$ cat config.mk
export PLATFORM = sky130hd
export DESIGN_NAME = alu_seq_n
export DESIGN_NICKNAME = d
export VERILOG_FILES = /design/src/rtl/alu_pkg.sv /design/src/rtl/chunk_adder.sv /design/src/rtl/alu_seq_n.sv
export SDC_FILE = /design/constraint.sdc
export NUM_CORES = 1
export LEC_CHECK = 0
export BUFFER_PORTS_ARGS = -buffer_cell sky130_fd_sc_hd__buf_4
export CAP_MARGIN = 5
export CORE_ASPECT_RATIO = 0.8
export CORE_MARGIN = 2
export CORE_UTILIZATION = 30
export DETAILED_ROUTE_END_ITERATION = 16
export REMOVE_ABC_BUFFERS = 1
export SLEW_MARGIN = 15
export SYNTH_ARGS = -nofsm -noshare
export SYNTH_HDL_FRONTEND = slang
export SYNTH_SLANG_ARGS = --single-unit
$ cat constraint.sdc
create_clock -name clock -period 5.97 [get_ports clock]
set_input_delay 0.2985 -clock clock [delete_from_list [all_inputs] [get_ports clock]]
set_output_delay 0.2985 -clock clock [all_outputs]
set_load 0.1 [all_outputs]
$ cat src/rtl/alu_pkg.sv
// alu_pkg: opcodes, FSM state encoding and operand-inversion helper shared by the ALU files
package alu_pkg;

    typedef enum logic [2:0] {
        OP_ADD  = 3'd0,
        OP_SUB  = 3'd1,
        OP_AND  = 3'd2,
        OP_OR   = 3'd3,
        OP_XOR  = 3'd4,
        OP_SLT  = 3'd5,
        OP_SLTU = 3'd6,
        OP_RSV  = 3'd7
    } op_e;

    typedef enum logic [1:0] {
        S_IDLE = 2'd0,
        S_BUSY = 2'd1,
        S_DONE = 2'd2
    } state_e;

    // Ops that compute a - b as a + ~b + 1
    function automatic logic sub_like(input logic [2:0] op);
        return op == OP_SUB || op == OP_SLT || op == OP_SLTU;
    endfunction

endpackage

$ cat src/rtl/chunk_adder.sv
// chunk_adder: CHUNK-bit ripple of full adders
//   a, b   : slice operands
//   cin    : carry into bit 0
//   sum    : slice sum
//   cout   : carry out of the top bit
//   c_msb  : carry into the top bit (for signed overflow)
module chunk_adder #(
    parameter int CHUNK = 4
) (
    input  logic [CHUNK-1:0] a,
    input  logic [CHUNK-1:0] b,
    input  logic             cin,
    output logic [CHUNK-1:0] sum,
    output logic             cout,
    output logic             c_msb
);

    logic [CHUNK:0] c;

    always_comb begin
        c = '0;
        sum = '0;
        c[0] = cin;
        for (int i = 0; i < CHUNK; i++) begin
            sum[i] = a[i] ^ b[i] ^ c[i];
            c[i+1] = (a[i] & b[i]) | (c[i] & (a[i] ^ b[i]));
        end
    end

    assign cout  = c[CHUNK];
    assign c_msb = c[CHUNK-1];

endmodule

$ cat src/rtl/alu_seq_n.sv
// alu_seq_n: bit-serial (CHUNK bits per cycle) ALU with valid/ready handshakes
//   clock, reset           : clock, synchronous active-high reset
//   io_in_valid/ready      : request handshake; ready only in IDLE
//   io_in_a, io_in_b, io_in_op : operands and opcode (alu_pkg::op_e)
//   io_out_valid/ready     : result handshake; valid only in DONE
//   io_out_result, io_out_carry/overflow/zero/negative : registered result and flags
module alu_seq_n
    import alu_pkg::*;
#(
    parameter int WIDTH = 16,
    parameter int CHUNK = 4
) (
    input  logic             clock,
    input  logic             reset,
    input  logic             io_in_valid,
    output logic             io_in_ready,
    input  logic [WIDTH-1:0] io_in_a,
    input  logic [WIDTH-1:0] io_in_b,
    input  logic [2:0]       io_in_op,
    output logic             io_out_valid,
    input  logic             io_out_ready,
    output logic [WIDTH-1:0] io_out_result,
    output logic             io_out_carry,
    output logic             io_out_overflow,
    output logic             io_out_zero,
    output logic             io_out_negative
);

    localparam int STEPS = WIDTH / CHUNK;
    localparam int CW    = $clog2(STEPS + 1);

    if (CHUNK < 1 || WIDTH % CHUNK != 0 || WIDTH < 8 || WIDTH > 64) begin : g_bad_cfg
        $error("alu_seq_n: WIDTH must be 8..64 and a multiple of CHUNK");
    end

    state_e           state_q;
    op_e              op_q;
    logic [WIDTH-1:0] a_q, b_q, acc_q, acc_d, res_q, res_d;
    logic [CW-1:0]    cnt_q;
    logic             cin_q, carry_q, ovf_q, zero_q, neg_q;
    logic [CHUNK-1:0] sum, slice;
    logic             cout, c_msb, last, arith, ovf_d;

    chunk_adder #(.CHUNK(CHUNK)) u_add (
        .a    (a_q[CHUNK-1:0]),
        .b    (b_q[CHUNK-1:0]),
        .cin  (cin_q),
        .sum  (sum),
        .cout (cout),
        .c_msb(c_msb)
    );

    // Slices enter the accumulator at the top, so after STEPS shifts the LSB slice sits at bit 0.
    // On the last step acc_d is the full sum, and cout/c_msb belong to the MSB.
    always_comb begin
        slice = op_q == OP_AND ? a_q[CHUNK-1:0] & b_q[CHUNK-1:0] :
                op_q == OP_OR  ? a_q[CHUNK-1:0] | b_q[CHUNK-1:0] :
                op_q == OP_XOR ? a_q[CHUNK-1:0] ^ b_q[CHUNK-1:0] :
                op_q == OP_RSV ? '0 : sum;
        acc_d = (acc_q >> CHUNK) | (WIDTH'(slice) << (WIDTH - CHUNK));
        arith = op_q == OP_ADD || op_q == OP_SUB;
        ovf_d = c_msb ^ cout;
        res_d = op_q == OP_SLT  ? WIDTH'(acc_d[WIDTH-1] ^ ovf_d) :
                op_q == OP_SLTU ? WIDTH'(!cout) : acc_d;
        last  = cnt_q == CW'(STEPS - 1);
    end

    always_ff @(posedge clock) begin
        if (reset) begin
            state_q <= S_IDLE;
            cnt_q   <= '0;
            res_q   <= '0;
            carry_q <= 1'b0;
            ovf_q   <= 1'b0;
            zero_q  <= 1'b0;
            neg_q   <= 1'b0;
        end else begin
            case (state_q)
                S_IDLE: if (io_in_valid) begin
                    a_q     <= io_in_a;
                    b_q     <= sub_like(io_in_op) ? ~io_in_b : io_in_b;
                    op_q    <= op_e'(io_in_op);
                    cin_q   <= sub_like(io_in_op);
                    cnt_q   <= '0;
                    acc_q   <= '0;
                    state_q <= S_BUSY;
                end
                S_BUSY: begin
                    a_q   <= a_q >> CHUNK;
                    b_q   <= b_q >> CHUNK;
                    cin_q <= cout;
                    acc_q <= acc_d;
                    cnt_q <= cnt_q + 1'b1;
                    if (last) begin
                        res_q   <= res_d;
                        carry_q <= arith && cout;
                        ovf_q   <= arith && ovf_d;
                        zero_q  <= res_d == '0;
                        neg_q   <= res_d[WIDTH-1];
                        state_q <= S_DONE;
                    end
                end
                S_DONE: if (io_out_ready) state_q <= S_IDLE;
                default: state_q <= S_IDLE;
            endcase
        end
    end

    assign io_in_ready     = state_q == S_IDLE;
    assign io_out_valid    = state_q == S_DONE;
    assign io_out_result   = res_q;
    assign io_out_carry    = carry_q;
    assign io_out_overflow = ovf_q;
    assign io_out_zero     = zero_q;
    assign io_out_negative = neg_q;

endmodule

==> results.sh <==
export IMPL_ys_seq_elements=72
export IMPL_finalPower_mw=1.22
export IMPL_clk_latency_ps=330
export IMPL_grt_overflow=0
export IMPL_ys_seq_area_frac=0.546
export IMPL_htreeDepth=3
export IMPL_wirelength_microns=7250
export IMPL_peakVddDrop_v=0.000104
export IMPL_syn_area_sq_mm=0.00352
export IMPL_via_per_inst=4.64
export IMPL_netlist_top_cell_by_area="edfxtp_1"
export IMPL_cp_buffers_inverters=3
export IMPL_relSlewSlack=0.286
export IMPL_drv_cap=0
export IMPL_layout_drive_gt1_share=0.221
export IMPL_yosys_area_share_simple=0.181
export IMPL_ys_async_sr_fraction=0
export IMPL_crit_path_end_kind="flip-flop"
export IMPL_first_pass_iters=4
export IMPL_grt_max_degree=47
export IMPL_finalMaxSlewViolations=0
export IMPL_setup_viol=0
export IMPL_synth_edf_count=48
export IMPL_critPathTopFamily="adder cells"
export IMPL_final_common_cell="buf_4"
export IMPL_grtUsageTotal=0.121
export IMPL_yosys_area_top_type_share=0.410
export IMPL_path_clk_slew_ps=60
export IMPL_synth_compound_area_frac=0.107
export IMPL_cts_tree="yes"
export IMPL_hold_class="in -> reg"
export IMPL_fin_skew_ps=10.3
export IMPL_post_place_cells=530
export IMPL_rsz0062_at_grt="no"
export IMPL_slowest_delay_ps=570
export IMPL_final_cell_mix="buf_4, nand2_1, edfxtp_1"
export IMPL_leakagePower_nw=1.77
export IMPL_power_density_mw_per_mm2=282
export IMPL_cts_root_buf="clkbuf_16"
export IMPL_cts_sinks=72
export IMPL_grt_pass1_wl_microns=12100
export IMPL_avgSynthCellArea_sq_um=10.3
export IMPL_fin_cells=546
export IMPL_boundaryPins=61
export IMPL_port_buffer_count=60
export IMPL_cts_buffers_inserted=9
export IMPL_drt_antenna_violating_nets=0
export IMPL_place_congestion=0.797
export IMPL_drt_iter0_markers=126
export IMPL_wl_per_cell_microns=13.3
export IMPL_nets=446
export IMPL_synthAdderAreaFrac=0.0583
export IMPL_required_ps=6220
export IMPL_synthFlopType="edfxtp_1"
export IMPL_rows=35
export IMPL_ys_warn_count=0
export IMPL_antennaDiodeCount=0
export IMPL_antenna_found_initial=0
export IMPL_slowest_stage="fa_1"
export IMPL_finalSetupTns_ps=0
export IMPL_synth_top_family_by_area="simple AND/OR/NAND/NOR gates"
export IMPL_synth_cells=342
export IMPL_hpwl_microns=5020
export IMPL_synth_area_top_cells="edfxtp_1, dfxtp_1, nand2_1"
export IMPL_holdBufCountCts=0
export IMPL_die_y_microns=101
export IMPL_status="completed"
export IMPL_setup_worst_path_class="reg -> reg"
export IMPL_start_util=0.307
export IMPL_synthMuxAreaShare=0.0132
export IMPL_cts_resized=0
export IMPL_crit_fanout=4
export IMPL_clockBufferDepth=2
export IMPL_dieArea_sq_mm=0.0126
export IMPL_fp_dieW_microns=125
export IMPL_max_clock_freq_ghz=0.332
export IMPL_crit_chain="inv_1, fa_1, inv_1, fa_1, fa_1, inv_1, fa_1, nor2_1, a31oi_1, o2bb2ai_1, or4_4, o31ai_2"
export IMPL_hold_viol_final=0
export IMPL_final_min_clock_period_ps=3020
export IMPL_crit_path_start_kind="flip-flop"
export IMPL_syn2layout_area_growth_pct=23.3
export IMPL_grt_pass1_vias=2473
export IMPL_crit_arrival_ps=3270
export IMPL_postCtsSetupBuffers=0
export IMPL_yosysUniqueCellTypes=43
export IMPL_post_route_drc_count=0
export IMPL_synth_xor_area_frac=0.0448
export IMPL_worst_pin_slew_ps=1070
export IMPL_vias=2535
export IMPL_cpMostUsedCell="fa_1"
export IMPL_period_share=0.505
export IMPL_core_region_area_sq_mm=0.0115
[cells by family (layout without fill, tap and decap cells)]
logic type,after synthesis,count (layout)
and+or+nand+nor,137,137
DFF,72,72
AOI/OAI and AO/OA,59,59
buffers and inverters,38,94
xor gates and xnor gates,18,18
adders and majority gates,14,14
muxes,4,4
[state kept, by name, summed over array words and instances (netlist names), 2 cells and up]
name,count
acc_q,12
cnt_q,3
a_q,16
io_out_result,16
state_q,2
b_q,16
op_q,3
[synth_stat cells, types with 2 or more instances]
| master | count |
|---|---|
| a32o_1 | 3 |
| mux2_2 | 2 |
| nand2_1 | 54 |
| nand3_1 | 13 |
| buf_6 | 2 |
| clkbuf_1 | 12 |
| nand2b_1 | 3 |
| nor4_1 | 4 |
| a21o_1 | 2 |
| and2_1 | 13 |
| buf_2 | 6 |
| edfxtp_1 | 48 |
| fa_1 | 4 |
| nor2b_4 | 2 |
| inv_1 | 16 |
| o21a_1 | 2 |
| a221oi_1 | 3 |
| buf_4 | 2 |
| a22oi_1 | 2 |
| a211oi_1 | 3 |
| nor2_1 | 36 |
| a21oi_1 | 33 |
| nor3_1 | 2 |
| ha_1 | 10 |
| dfxtp_1 | 24 |
| nor2b_1 | 5 |
| a2bb2oi_1 | 2 |
| o22ai_1 | 2 |
| xor2_1 | 18 |
[worst paths after layout]
check	from	to	slack (ps)	cells past startpoint
hold reg to reg	io_out_result[9]$_SDFFE_PP0P_	io_out_result[9]$_SDFFE_PP0P_	460	2
setup / recovery	a_q[0]$_DFFE_PP_	io_out_zero$_SDFFE_PP0P_	2950	12
hold / removal	io_in_op[2]	op_q[2]$_DFFE_PP_	170	1
setup reg to reg	a_q[0]$_DFFE_PP_	io_out_zero$_SDFFE_PP0P_	2950	12
[per-stage QoR]
| step | cell area, sq um | utilization | setup WS, ps | hold slack, ps |
|---|---|---|---|---|
| finish | 4340 | 0.378 | 2950 | 167 |
| global route | 4340 | 0.378 | 2620 | 157 |
| CTS | 4340 | 0.378 | 2930 | 161 |
| detailed placement | 4070 | 0.355 | 2950 | 449 |
| global placement | 4070 | 0.355 | 3030 | 446 |
| floorplan | 3400 | - | 3070 | 368 |
[cell type report]
cell class / count / area (sq um)
Fill cell: 1178 / 7140
Sequential cell: 72 / 1920
Multi-Input combinational cell: 232 / 1440
Timing Repair Buffer: 62 / 465
Clock buffer: 9 / 225
Tap cell: 148 / 185
Inverter: 16 / 60.1
Clock inverter: 7 / 45.0
[power by group]
part	leakage, nW	switching, mW	total (mW)	internal (mW)
sequential	0.656	0.0147	0.581	0.566
clock	0.140	0.207	0.488	0.281
combinational	0.972	0.0862	0.154	0.0674
[metal layers]
metal,global-route usage,wire length (microns),vias to the layer above,part of all wire
met4,0.0462,106,0,0.015
met5,0,0,-,0
li1,-,-,1275,-
met3,0.0297,308,9,0.042
met2,0.193,3330,53,0.46
met1,0.161,3500,1198,0.48
(Power assumes the default switching activity.)
